===== src/rtl/sgm_frame_sequencer.sv =====
// Frame-level control for the SGM disparity datapath: stream position tracking,
// path-beginning strobes, line-buffer addressing, penalty registers and sync delay.
module sgm_frame_sequencer #(
   parameter int HALF_IMG_WIDTH = 640,
   parameter int ROW_WIDTH      = 10,
   parameter int COL_WIDTH      = 11,
   parameter int PIPE_LATENCY   = 1
) (
   input  logic                 clk,
   input  logic                 rst_n,
   input  logic                 de_in,
   input  logic                 h_sync_in,
   input  logic                 v_sync_in,
   input  logic                 cfg_valid,
   input  logic [7:0]           cfg_p1,
   input  logic [7:0]           cfg_p2,
   output logic                 cfg_ready,
   output logic [7:0]           p1,
   output logic [7:0]           p2,
   output logic                 half_de,
   output logic                 ext_half_de,
   output logic                 beg_horizontal,
   output logic                 beg_top,
   output logic                 beg_diag_l2r,
   output logic                 beg_diag_r2l,
   output logic [COL_WIDTH-1:0] ram_addr,
   output logic [ROW_WIDTH-1:0] row,
   output logic [COL_WIDTH-1:0] col,
   output logic                 err_overrun,
   output logic                 de_out,
   output logic                 h_sync_out,
   output logic                 v_sync_out
);

   localparam logic [COL_WIDTH-1:0] COL_HALF  = COL_WIDTH'(HALF_IMG_WIDTH);
   localparam logic [COL_WIDTH-1:0] COL_LAST  = COL_WIDTH'(2 * HALF_IMG_WIDTH - 1);
   localparam logic [COL_WIDTH-1:0] ADDR_LAST = COL_WIDTH'(HALF_IMG_WIDTH + 1);
   localparam int                   DLY_W     = 3 * (PIPE_LATENCY + 1);

   typedef enum logic [1:0] {WAIT_FRAME, BLANK, LINE} state_t;

   state_t               state, state_nxt;
   logic                 de_prev, vs_prev;
   logic                 vs_rise, de_rise;
   logic                 pix, over;
   logic [COL_WIDTH-1:0] col_nxt;
   logic [ROW_WIDTH-1:0] row_nxt;
   logic                 half_nxt, top_nxt, bh_nxt, r2l_nxt;
   logic [7:0]           pend_p1, pend_p2;
   logic [DLY_W-1:0]     sync_dly;

   assign vs_rise = v_sync_in & ~vs_prev;
   assign de_rise = de_in & ~de_prev;

   always_comb begin
      state_nxt = state;
      pix       = 1'b0;
      over      = 1'b0;
      col_nxt   = col;
      row_nxt   = row;
      if (vs_rise) begin
         state_nxt = BLANK;
         row_nxt   = '0;
      end else begin
         case (state)
            WAIT_FRAME: ;
            BLANK: begin
               if (de_rise) begin
                  state_nxt = LINE;
                  pix       = 1'b1;
                  col_nxt   = '0;
               end
            end
            LINE: begin
               if (de_in) begin
                  pix = 1'b1;
                  if (col == COL_LAST) over = 1'b1;
                  else                 col_nxt = col + COL_WIDTH'(1);
               end else begin
                  state_nxt = BLANK;
                  if (row != '1) row_nxt = row + ROW_WIDTH'(1);
               end
            end
            default: state_nxt = WAIT_FRAME;
         endcase
      end
      // row is only updated at line end, so the registered row is this pixel's row
      half_nxt = pix & ~over & (col_nxt >= COL_HALF);
      bh_nxt   = half_nxt & (col_nxt == COL_HALF);
      top_nxt  = half_nxt & (row == '0);
      r2l_nxt  = (half_nxt & (col_nxt == COL_LAST)) | top_nxt;
   end

   always_ff @(posedge clk or negedge rst_n) begin
      if (!rst_n) begin
         state          <= WAIT_FRAME;
         de_prev        <= 1'b0;
         vs_prev        <= 1'b0;
         col            <= '0;
         row            <= '0;
         half_de        <= 1'b0;
         ext_half_de    <= 1'b0;
         beg_horizontal <= 1'b0;
         beg_top        <= 1'b0;
         beg_diag_l2r   <= 1'b0;
         beg_diag_r2l   <= 1'b0;
         ram_addr       <= '0;
         err_overrun    <= 1'b0;
      end else begin
         state          <= state_nxt;
         de_prev        <= de_in;
         vs_prev        <= v_sync_in;
         col            <= col_nxt;
         row            <= row_nxt;
         half_de        <= half_nxt;
         ext_half_de    <= half_nxt | half_de;
         beg_horizontal <= bh_nxt;
         beg_top        <= top_nxt;
         beg_diag_l2r   <= bh_nxt | top_nxt;
         beg_diag_r2l   <= r2l_nxt;
         if (vs_rise)          ram_addr <= '0;
         else if (ext_half_de) ram_addr <= (ram_addr == ADDR_LAST) ? '0 : ram_addr + COL_WIDTH'(1);
         if (vs_rise)   err_overrun <= 1'b0;
         else if (over) err_overrun <= 1'b1;
      end
   end

   // A write taken while cfg_ready is high cannot coincide with an apply, so a
   // write landing on a frame start waits for the following one.
   always_ff @(posedge clk or negedge rst_n) begin
      if (!rst_n) begin
         cfg_ready <= 1'b1;
         p1        <= 8'd15;
         p2        <= 8'd100;
         pend_p1   <= '0;
         pend_p2   <= '0;
      end else if (vs_rise && !cfg_ready) begin
         p1        <= pend_p1;
         p2        <= pend_p2;
         cfg_ready <= 1'b1;
      end else if (cfg_valid && cfg_ready) begin
         pend_p1   <= cfg_p1;
         pend_p2   <= cfg_p2;
         cfg_ready <= 1'b0;
      end
   end

   always_ff @(posedge clk or negedge rst_n) begin
      if (!rst_n) sync_dly <= '0;
      else        sync_dly <= DLY_W'({sync_dly, v_sync_in, h_sync_in, de_in});
   end

   assign {v_sync_out, h_sync_out, de_out} = sync_dly[DLY_W-1 -: 3];

endmodule


===== config.mk =====
export PLATFORM = sky130hd
export DESIGN_NAME = sgm_frame_sequencer
export DESIGN_NICKNAME = d
export VERILOG_FILES = /design/src/rtl/sgm_frame_sequencer.sv
export SDC_FILE = /design/constraint.sdc
export NUM_CORES = 1
export LEC_CHECK = 0
export BUFFER_PORTS_ARGS = -buffer_cell sky130_fd_sc_hd__buf_2
export CAP_MARGIN = 20
export CORE_ASPECT_RATIO = 1.1
export CORE_UTILIZATION = 51
export CTS_CLUSTER_SIZE = 16
export DETAILED_ROUTE_END_ITERATION = 6
export GPL_TIMING_DRIVEN = 0
export PLACE_DENSITY = 0.85
export SETUP_SLACK_MARGIN = 0.5
export SYNTH_ARGS = -nofsm -noshare
export SYNTH_HDL_FRONTEND = slang
export SYNTH_SLANG_ARGS = --single-unit

===== constraint.sdc =====
create_clock -name clk -period 4.1 [get_ports clk]
set_input_delay 0.205 -clock clk [delete_from_list [all_inputs] [get_ports clk]]
set_output_delay 0.205 -clock clk [all_outputs]
set_load 0.01 [all_outputs]

==> results.json, run 1 <==
{
  "holdPathStages": 1,
  "start_util_pct": 53.6,
  "die_h_um": 93.1,
  "ys_seq_area_share_pct": 52.3,
  "r2r_cells": 8,
  "h-tree-depth": 3,
  "async_reset_ff_share_pct": 100,
  "cts.sinks": 80,
  "period_needed_ns": 2.42,
  "path_class": "reg2reg",
  "min_period_over_period_pct": 59.1,
  "rows": 32,
  "finalSetupTns_ns": 0,
  "fillers": 582,
  "max-cap-violations": 0,
  "core_mm2": 0.00717,
  "r2r_setup_slack_ns": 1.68,
  "grt_max_degree": 64,
  "dp_slack_ns": 1.72,
  "power_density_mw_per_mm2": 502,
  "dp_hpwl_mm": 5.66,
  "drt-wirelength-per-cell_um": 15.0,
  "drive_above_1_share_pct": 38.8,
  "cts_tree": "done",
  "fmax_mhz": 412,
  "areaGrowthSynthToFinish_pct": 20.8,
  "stdcell_area_mm2": 0.00464,
  "skew_ns": 0.00834,
  "grt.total_usage_pct": 21.4,
  "place_inst": 499,
  "io_buffers": 80,
  "drc": 6,
  "nets": 458,
  "drt_iter0_markers": 167,
  "slew_violations": 0,
  "finalHoldViolCount": 0,
  "gp_congestion": 0.872,
  "worst_setup_path_start_kind": "flip-flop",
  "antennaDiodeCount": 0,
  "synth_edf_count": 0,
  "min_path_type": "in2reg",
  "grt_pass1_wl_mm": 13.2,
  "synth.avg_cell_area_um2": 11.5,
  "whs_endpoint": "sync_dly[0]",
  "die_x_um": 84.8,
  "outcome": "complete, but fails checks",
  "layout.cells.non_filler": 518,
  "clk_pin_slew_worst_paths_ns": 0.09,
  "ir_drop_mv": 0.216,
  "drt-pass1-iter-count": 6,
  "ys_ff_latch": 80,
  "io_pins": 81,
  "syn_inst": 333,
  "fp.dieArea_mm2": 0.00789,
  "cts-root-buf": "clkbuf_8",
  "synth_flop_cell": "dfrtp_1",
  "numCtsBuffers": 9,
  "grt_setup_unrepaired": "no",
  "synth_area_mm2": 0.00384,
  "crit_fanout": 10,
  "r2r_start": "state[0]",
  "violations": "DRC",
  "worst_pin_slew_ns": 0.734,
  "yosysWarnings": 0,
  "num_vias": 2943,
  "cp.required_ns": 4.39,
  "setup_violations": 0,
  "setup_ws_ns": 1.68,
  "r2r-end": "beg_diag_r2l",
  "ant_nets": 0,
  "whs_ns": 0.0433,
  "clkLatencyLatePin_ns": 0.36,
  "first_global_vias": 2819,
  "hold_start": "de_in",
  "cts.path.max_buffers": 2,
  "antenna_found_initial": 0,
  "cp-end-kind": "flip-flop",
  "synthesis.nets": 363,
  "final_util_pct": 64.8,
  "post_dp_cell_area_mm2": 0.00438,
  "slew_headroom_pct": 50.4,
  "routed_wl_mm": 7.79,
  "overflow": 0,
  "power.total_mw": 2.33,
  "cts-resized-gates": 0,
  "vias_per_cell": 5.68,
  "synth_cell_types": 67,
  "arrival_ns": 2.72,
  "p_leak_nw": 2.23
}
-- cell usage in the layout (no fill, tap or decap), types with 4 or more instances in the layout --
cell type  instances
buf_2             82
buf_6              5
nand3_1           14
o21ai_0           16
mux2_2            32
clkbuf_1           5
ha_1               8
a31oi_1            6
and3_1             8
nand4_1            7
a21oi_1           11
dfstp_2            8
o31ai_1            8
xor2_1             6
nor2_1            23
nand2_1           22
clkbuf_8           9
dfrtp_1           72
inv_1             12
o21ai_1            4
-- cell type report --
cell class              instances  area, um2  area share (%)
inverters                      13       48.8            1.05
flip-flops and latches         80       2010            43.3
clock buffers                   9        124            2.67
clock inverters                 7        109            2.34
multi-input cells             227       1690            36.5
well taps                      85        106            2.29
repair buffers                 84        460            9.91
plain buffers                  13       90.1            1.94
-- how the worst max path moves through the flow --
stage | from | endpoint | slack [ns] | cells after the start
4_1_cts | state[0] | beg_diag_r2l | 1.68 | 8
3_5_place_dp | state[0] | beg_diag_r2l | 1.72 | 8
2_1_floorplan | state[0] | beg_diag_r2l | 2.06 | 8
5_1_grt | state[0] | beg_horizontal | 1.46 | 9
3_3_place_gp | state[0] | beg_diag_r2l | 1.77 | 8
6_report | state[0] | beg_diag_r2l | 1.68 | 8
-- cells in the mapped netlist, types with 2 or more instances --
cell / count / area [um2]
nor2_1: 23 / 86.3
nor3_1: 2 / 10.0
xnor2_1: 3 / 26.3
o211ai_1: 3 / 22.5
o21ai_1: 4 / 20.0
clkbuf_1: 5 / 18.8
nand3_2: 2 / 20.0
o31ai_1: 8 / 60.1
nand2b_1: 3 / 18.8
and2_1: 2 / 12.5
dfstp_2: 8 / 210
ha_1: 8 / 100
buf_2: 3 / 15.0
o21ai_0: 16 / 80.1
dfrtp_1: 72 / 1800
and3_1: 8 / 50.1
a41o_1: 2 / 20.0
and4_1: 2 / 17.5
a21oi_1: 11 / 55.1
a22o_1: 2 / 17.5
a31oi_1: 6 / 37.5
mux2_2: 32 / 360
nand4_1: 7 / 43.8
nand3_1: 14 / 70.1
nand2_1: 22 / 82.6
inv_1: 12 / 45.0
nor4b_1: 2 / 17.5
a21o_1: 3 / 22.5
xor2_1: 6 / 52.6
buf_6: 5 / 56.3
-- report_power, final --
group	internal (mW)	switching, mW
logic	0.289	0.301
clock network	0.357	0.316
registers	0.978	0.0896
total	1.62	0.707
-- per-layer routing --
layer  part of all wire (%)  track usage [%]  vias up
met4                    2.1             9.89        0
met5                      0                0        -
li1                       -                -     1407
met3                    4.0             3.62       18
met2                     50             35.0       78
met1                     44             27.9     1440
-- state kept, by name, summed over array words and instances, names as in the netlist --
name,cells
beg_top,1
state,2
beg_horizontal,1
err_overrun,1
col,11
p2,8
row,10
beg_diag_l2r,1
p1,8
pend_p2,8
pend_p1,8
cfg_ready,1
sync_dly,6
beg_diag_r2l,1
ext_half_de,1
half_de,1
ram_addr,11
-- cells by family after synthesis --
family / Yosys count / share of synthesized area, %
AOI/OAI and AO/OA: 69 / 12.8
xor gates and xnor gates: 9 / 2.05
adders and majority gates: 8 / 2.60
buffers and inverters: 26 / 3.61
DFF: 80 / 52.3
muxes: 33 / 9.76
and+or+nand+nor: 108 / 16.9
-- critical path, stage by stage, from the launching register on --
cell      delay [ns]
dfrtp_1         0.41
inv_1           0.09
ha_1            0.14
clkbuf_1        0.35
nand3_2         0.27
or4_4           0.57
nand3_2         0.09
and4_1          0.25
a41o_1          0.19
-- what timing repair did --
action	4_1_cts	5_1_grt
hold buffers	3	0
setup buffers	0	0
hold endpoints to repair	19	0
Power figures use the tool's default switching activity.
==> inputs of run 2 (changes only) <==
clock period = 2.5 ns   (was 4.1 ns; I/O delays follow)
==> run 2 against run 1 <==
  * The run still ends with DRC left
  * Largest power group unchanged
  * Cell count increased by 4.6%
  * Global-route usage up 1.8 points
  * Combinational power up 92%
  * Critical path type unchanged
  * First-iteration DRC count up 7.8%
  * Sequential power grew 65%
  * Largest cell class unchanged
  * Sequential share of layout area is 2.4 points lower
  * Via count up 3.7%
==> results.json, run 2 (synthesis gave the netlist of run 1 again) <==
{
  "gp_congestion": 0.907,
  "r2r_start": "state[0]",
  "slew_headroom_pct": 61.7,
  "dp_hpwl_mm": 5.90,
  "min_path_type": "in2reg",
  "areaGrowthSynthToFinish_pct": 28.2,
  "clk_pin_slew_worst_paths_ns": 0.09,
  "cp-end-kind": "flip-flop",
  "skew_ns": 0.0108,
  "layout_common_cells": "83 x buf_2, 69 x dfrtp_1, 32 x mux2_2, 22 x nor2_1, 20 x nand2_1",
  "crit_fanout": 6,
  "cts-root-buf": "clkbuf_8",
  "worst_pin_slew_ns": 0.575,
  "die_x_um": 84.8,
  "routed_wl_mm": 8.72,
  "startpoint": "state[0]",
  "period_needed_ns": 2.20,
  "violations": "DRC",
  "drive_above_1_share_pct": 45.3,
  "vias_per_cell": 5.63,
  "ir_drop_mv": 0.313,
  "io_pins": 81,
  "finalHoldViolCount": 0,
  "die_h_um": 93.1,
  "grt_setup_unrepaired": "yes",
  "setup_ws_ns": 0.298,
  "stdcell_area_mm2": 0.00493,
  "path_class": "reg2reg",
  "fmax_mhz": 454,
  "final_util_pct": 68.8,
  "finalSetupTns_ns": 0,
  "drt_iter0_markers": 180,
  "h-tree-depth": 3,
  "drt-wirelength-per-cell_um": 16.1,
  "grt_pass1_wl_mm": 14.3,
  "slew_violations": 0,
  "power_density_mw_per_mm2": 772,
  "grt.total_usage_pct": 23.1,
  "first_global_vias": 3030,
  "grt_max_degree": 63,
  "cts.path.max_buffers": 2,
  "clkLatencyLatePin_ns": 0.36,
  "max-cap-violations": 0,
  "antenna_found_initial": 0,
  "cts_tree": "done",
  "drc": 3,
  "drt-pass1-iter-count": 7,
  "min_period_over_period_pct": 88.1,
  "nets": 482,
  "outcome": "complete, but fails checks",
  "dp_slack_ns": 0.112,
  "setup_violations": 0,
  "numCtsBuffers": 9,
  "io_buffers": 80,
  "start_util_pct": 53.6,
  "fp.dieArea_mm2": 0.00789,
  "arrival_ns": 2.45,
  "cts.sinks": 80,
  "post_dp_cell_area_mm2": 0.00440,
  "overflow": 0,
  "ant_nets": 0,
  "p_leak_nw": 2.33,
  "final_common_cell": "buf_2",
  "rows": 32,
  "num_vias": 3051,
  "worst_setup_path_start_kind": "flip-flop",
  "whs_ns": 0.00669,
  "core_mm2": 0.00717,
  "hold_start": "cfg_p1[4]",
  "top_regs": "col: 11 flops, ram_addr: 11 flops, row: 10 flops",
  "cp.required_ns": 2.75,
  "antennaDiodeCount": 0
}
==> run 2: layout make-up <==
type                    instances  area (um2)
plain buffers                  13         100
clock buffers                   9         124
clock inverters                 7        61.3
fillers                       529        2240
inverters                      13        51.3
multi-input cells             227        1810
flip-flops and latches         80        2020
well taps                      85         106
repair buffers                108         664
==> run 2: path summary, 6_finish.rpt <==
path	to	slack, ns	cells after the start
max in group asynchronous	cfg_ready	1.71	3
setup reg to reg	beg_diag_r2l	0.30	11
hold reg to reg	sync_dly[4]	0.35	0
min in group asynchronous	sync_dly[1]	0.17	2
setup / recovery	beg_diag_r2l	0.30	11
hold / removal	pend_p1[4]	0.007	2
==> run 2: what timing repair did <==
item	4_1_cts	5_1_grt
pin swaps	8	8
gates resized for setup	15	15
hold endpoints to repair	82	1
setup buffers	7	7
endpoints found under the setup margin	19	28
hold buffers	11	1
cloned	1	0
==> run 2: report_power, final <==
group          total [mW]  internal, mW  switching, mW
logic                1.13         0.576          0.559
registers            1.77          1.61          0.160
clock network       0.903         0.381          0.522
==> run 2: worst max-delay path, stage by stage (launching register included) <==
cell      delay [ns]
dfrtp_1         0.40
inv_2           0.07
ha_4            0.30
inv_4           0.04
a211oi_4        0.26
buf_6           0.17
nand2_2         0.04
a22o_1          0.23
o21ai_2         0.16
a21o_1          0.17
inv_2           0.05
a41o_1          0.21
==> run 2: layer usage <==
layer  vias to the layer above  part of all wire (%)  track usage (%)
met5                         -                     0                0
met4                         0                   1.7             9.32
met3                        15                   3.6             4.41
met2                        82                    52             39.8
met1                      1511                    42             28.8
li1                       1443                     -                -
==> run 2: metrics by stage <==
stage          power, mW  cells
2_1_floorplan       2.43    333
3_3_place_gp        2.72    498
3_5_place_dp        2.80    499
4_1_cts             3.77    534
5_1_grt             4.01    542
6_report            3.80    542
